## src/rtl/axi_stream_packet_arbiter.sv

```systemverilog
// Packet-level round-robin arbiter merging NUM_SRC AXI-Stream sources onto one
// master port. A grant is held from the first beat until the beat carrying
// last, so packets from different sources are never interleaved.
// s_axis_resetn is expected to be released synchronously to s_axis_clk.
module axi_stream_packet_arbiter #(
  parameter int unsigned NUM_SRC    = 4,
  parameter int unsigned DATA_WIDTH = 32,
  localparam int unsigned GW        = $clog2(NUM_SRC)
) (
  input  logic                          s_axis_clk,
  input  logic                          s_axis_resetn,
  input  logic [NUM_SRC-1:0]            s_axis_valid,
  input  logic [NUM_SRC-1:0]            s_axis_last,
  input  logic [NUM_SRC*DATA_WIDTH-1:0] s_axis_data,
  output logic [NUM_SRC-1:0]            s_axis_ready,
  output logic                          m_axis_valid,
  output logic                          m_axis_last,
  output logic [DATA_WIDTH-1:0]         m_axis_data,
  input  logic                          m_axis_ready,
  output logic [GW-1:0]                 grant_id,
  output logic                          busy,
  output logic [15:0]                   pkt_count
);

  typedef enum logic {
    IDLE = 1'b0,
    PASS = 1'b1
  } state_t;

  state_t                  state;
  state_t                  state_next;
  logic [GW-1:0]           grant_next;
  logic [GW-1:0]           last_grant;
  logic [GW-1:0]           last_grant_next;
  logic [15:0]             pkt_count_next;
  logic                    rr_found;
  logic [GW-1:0]           rr_pick;
  logic [GW-1:0]           rr_cand;
  logic [DATA_WIDTH-1:0]   src_data [NUM_SRC];

  // Unpack the flat source data bus into one word per source.
  for (genvar i = 0; i < NUM_SRC; i++) begin : g_unpack
    assign src_data[i] = s_axis_data[i*DATA_WIDTH +: DATA_WIDTH];
  end

  // Round-robin search starting just after the previous winner, wrapping modulo NUM_SRC.
  always_comb begin
    rr_found = 1'b0;
    rr_pick  = '0;
    rr_cand  = '0;
    for (int unsigned i = 1; i <= NUM_SRC; i++) begin
      rr_cand = GW'((32'(last_grant) + i) % NUM_SRC);
      if (!rr_found && s_axis_valid[rr_cand]) begin
        rr_found = 1'b1;
        rr_pick  = rr_cand;
      end
    end
  end

  // Next-state and stream steering: closed in IDLE, straight pass-through of the granted source in PASS.
  always_comb begin
    state_next      = state;
    grant_next      = grant_id;
    last_grant_next = last_grant;
    pkt_count_next  = pkt_count;
    s_axis_ready    = '0;
    m_axis_valid    = 1'b0;
    m_axis_last     = 1'b0;
    m_axis_data     = '0;
    case (state)
      IDLE: begin
        if (rr_found) begin
          grant_next = rr_pick;
          state_next = PASS;
        end
      end
      PASS: begin
        m_axis_valid           = s_axis_valid[grant_id];
        m_axis_last            = s_axis_last[grant_id];
        m_axis_data            = src_data[grant_id];
        s_axis_ready[grant_id] = m_axis_ready;
        if (s_axis_valid[grant_id] && m_axis_ready && s_axis_last[grant_id]) begin
          state_next      = IDLE;
          last_grant_next = grant_id;
          pkt_count_next  = pkt_count + 16'd1;
        end
      end
      default: state_next = IDLE;
    endcase
  end

  // State, grant and packet counter registers; last_grant resets so source 0 wins first.
  always_ff @(posedge s_axis_clk or negedge s_axis_resetn) begin
    if (!s_axis_resetn) begin
      state      <= IDLE;
      grant_id   <= '0;
      last_grant <= GW'(NUM_SRC - 1);
      pkt_count  <= '0;
    end else begin
      state      <= state_next;
      grant_id   <= grant_next;
      last_grant <= last_grant_next;
      pkt_count  <= pkt_count_next;
    end
  end

  assign busy = (state == PASS);

endmodule

```

## config.mk

```make
export PLATFORM = sky130hd
export DESIGN_NAME = axi_stream_packet_arbiter
export DESIGN_NICKNAME = d
export VERILOG_FILES = /design/src/rtl/axi_stream_packet_arbiter.sv
export SDC_FILE = /design/constraint.sdc
export NUM_CORES = 1
export LEC_CHECK = 0
export CAP_MARGIN = 30
export CELL_PAD_IN_SITES_DETAIL_PLACEMENT = 1
export CELL_PAD_IN_SITES_GLOBAL_PLACEMENT = 1
export CORE_AREA = 2 2 75 77
export CTS_CLUSTER_DIAMETER = 100
export CTS_CLUSTER_SIZE = 16
export DETAILED_ROUTE_END_ITERATION = 6
export DIE_AREA = 0 0 77 79
export DONT_BUFFER_PORTS = 1
export GPL_TIMING_DRIVEN = 1
export PLACE_DENSITY_LB_ADDON = 0.25
export SLEW_MARGIN = 10
export SYNTH_ARGS = -nofsm -noshare
export SYNTH_HDL_FRONTEND = slang
export SYNTH_SLANG_ARGS = --single-unit
export TNS_END_PERCENT = 1
```

## constraint.sdc

```tcl
create_clock -name s_axis_clk -period 2.7 [get_ports s_axis_clk]
set_input_delay 0.54 -clock s_axis_clk [delete_from_list [all_inputs] [get_ports s_axis_clk]]
set_output_delay 0.54 -clock s_axis_clk [all_outputs]
set_load 0.02 [all_outputs]
```

==> impl_metrics.py <==
metrics = {
    "synth": {
        "avgSynthCellArea_um2": 11.72,
        "synth_top_flop_cell": "dfrtp_1",
        "yosys_warnings": 0,
        "synth_fp_nets": 326,
        "syn_inst": 186,
        "synth_edf_count": 0,
        "ys_seq_area_share_pct": 24.23,
        "syn_area_um2": 2180,
        "async_flop_share_pct": 100.0,
        "yosysUniqueCellTypes": 39,
        "synth_seq_cells": 21,
    },
    "finish": {
        "fin_nets": 324,
        "area_growth_pct": 6.200,
        "utilization_pct": 43.37,
        "design_area_um2": 2315,
        "drive_gt1_share_pct": 31.15,
        "final_cell_count_no_fill": 256,
    },
    "clocking": {
        "h-tree-depth": 1,
        "post_cts_buffers": 0,
        "cts-root-buf": "clkbuf_8",
        "clockBufferDepth": 2,
        "clk_pin_slew_ns": 0.08,
        "worstSkewPairLatency_ns": 0.26,
        "clock_sinks": 21,
        "cts_tree": "built",
        "numCtsBuffers": 3,
    },
    "routing": {
        "ant_nets": 0,
        "drc": 0,
        "drt_first_iter_violations": 54,
        "wl_per_cell_um": 28.62,
        "dr_total_vias": 1723,
        "viasPerCell": 6.730,
        "dr.pass1.iters": 4,
        "wirelength_mm": 7.327,
    },
    "grt": {
        "grt_max_degree": 39,
        "grt_usage_pct": 23.53,
        "grt_pass1_vias": 1862,
        "grt_antenna_before_repair": 0,
        "grt_overflow": 0,
        "grt_first_pass_wirelength_mm": 11.11,
    },
    "timing": {
        "max_freq_mhz": 394.2,
        "post-route-period-util_pct": 93.97,
        "setup_tns_ns": 0,
        "slew_headroom_pct": 42.85,
        "period_minus_slack_ns": 2.537,
        "slew_violations": 0,
        "tightest_slew_ns": 0.8544,
        "grt_setup_unrepaired": "false",
        "fin_ws_ns": 0.1629,
        "finalSetupViolCount": 0,
        "fin_skew_ns": 0.005122,
        "hold_viol": 0,
    },
    "placement": {
        "post-place-cells": 250,
        "pre_cts_slack_ns": 0.4301,
        "hpwlAfterDp_mm": 6.185,
        "portBuffers": 0,
        "gp_congestion": 0.8809,
        "place_area_um2": 2256,
    },
    "power_and_ir_drop": {
        "peakVddDrop_mv": 0.5123,
        "power_density_nw_per_um2": 1156,
        "p_leak_nw": 0.8707,
    },
    "worst_setup_path": {
        "critPathCaptureType": "primary output",
        "path_class": "register to primary output",
        "r2r_slack_ns": 0.56,
        "cp_max_fo": 27,
        "worstPathRequired_ns": 2.16,
        "worstPathArrival_ns": 2.00,
        "start_kind": "register",
    },
    "floorplan": {
        "num_io_pins": 196,
        "die_w_um": 77,
        "rows": 27,
        "dieArea_um2": 6083,
        "core_area_um2": 5338,
        "die_h_um": 79,
        "start_util_pct": 40.83,
    },
    "worst_hold_path": {
        "hp-class": "input port to asynchronous set/reset pin",
    },
    "status": {
        "status": "finished clean",
    },
    "run": {
        "drv_cap": 0,
    },
}
[flip-flops by register name, indices dropped and copies added, names as in the netlist]
register	cells
pkt_count	16
busy	1
last_grant	2
grant_id	2
[synth_stat cells, types with 2 or more instances]
cell type / n / share of area, %
dfrtp_1: 19 / 22
clkbuf_1: 5 / 0.86
xor2_1: 7 / 2.8
nor2_1: 6 / 1.0
mux4_2: 32 / 33
dfstp_2: 2 / 2.4
and3_1: 4 / 1.1
buf_2: 5 / 1.1
mux2i_2: 3 / 1.9
buf_4: 2 / 0.69
nand3_1: 5 / 1.1
nand2_1: 2 / 0.34
mux2i_1: 3 / 1.4
xnor2_1: 8 / 3.2
a21oi_1: 2 / 0.46
inv_1: 3 / 0.52
o21ai_0: 3 / 0.69
nand4_1: 10 / 2.9
and2_1: 33 / 9.5
mux2_2: 4 / 2.1
nor2b_1: 2 / 0.57
and4_1: 4 / 1.6
nor3_1: 6 / 1.4
[timing repair]
item                                   CTS  global route
resized for setup                        0             0
endpoints found under the hold margin   19             0
hold buffers                             1             0
[power breakdown]
part	switching [mW]	total [mW]	leakage [nW]	internal, mW
Clock	0.103	0.206	0.0255	0.103
Sequential	0.206	0.598	0.269	0.392
Combinational	1.08	1.87	0.577	0.796
[per-layer routing]
layer	vias to the layer above	wire length [um]	GRT usage [%]
li1	721	-	-
met5	-	0	0
met3	16	673	7.955
met1	870	2731	28.15
met4	0	150	7.500
met2	116	3772	40.26
[cells in the final DEF, fill, tap and decap left out, types with 2 or more instances in the layout]
cell type,instances
nand3_1,5
and3_1,4
nor2_1,6
nor2b_1,2
nand2_1,2
clkbuf_8,3
dfrtp_1,17
inv_1,3
a21oi_1,2
xnor2_1,8
dfrtp_2,2
dfstp_2,2
o21ai_0,3
mux2i_1,3
nor3_1,6
mux2_2,4
mux4_2,32
and4_1,4
nand4_1,10
xor2_1,7
buf_4,5
and2_1,33
mux2i_2,3
[through the flow]
| step | power [mW] | hold WS, ns |
|---|---|---|
| final | 2.677 | 0.1126 |
| after global routing | 2.846 | 0.08361 |
| after CTS | 2.704 | 0.1070 |
| after detailed placement | 2.488 | 0.2449 |
| after global placement | 2.425 | 0.2450 |
| after floorplan | 2.197 | 0.2444 |
[worst paths after layout]
| kind | endpoint | depth (start not counted) | start |
|---|---|---|---|
| hold reg to reg | last_grant[1] | 2 | last_grant[1] |
| setup reg to reg | pkt_count[1] | 4 | grant_id[1] |
| setup / recovery | m_axis_valid | 4 | grant_id[1] |
| hold / removal | last_grant[1] | 0 | s_axis_resetn |
| min in group s_axis_clk | grant_id[1] | 2 | s_axis_valid[2] |
| max in group asynchronous | grant_id[1] | 1 | s_axis_resetn |
[area by class of cell]
type	instances	area [um2]
Fill cell	596	3023
Multi-Input combinational cell	148	1567
Antenna cell	1	2.502
Tap cell	72	90.09
Clock buffer	3	41.29
Inverter	3	11.26
Clock inverter	1	5.005
Sequential cell	21	530.5
Timing Repair Buffer	7	67.56
[cell families (layout without fill, tap and decap cells)]
family	after synthesis	in the layout	share of synthesized area, %
buffers and inverters	17	14	3.903
and+or+nand+nor	78	78	22.16
xor gates and xnor gates	15	15	6.028
other	0	1	0
DFF	21	21	24.23
adders and majority gates	1	1	0.5740
muxes	42	42	38.40
AOI/OAI and AO/OA	12	12	4.708
[critical path, cell delays in order (launching register included)]
cell	delay, ns
dfrtp_2	0.78
mux2i_1	0.36
mux2_2	0.35
nor2_1	0.07
buf_4	0.16
Power figures use the tool's default switching activity.
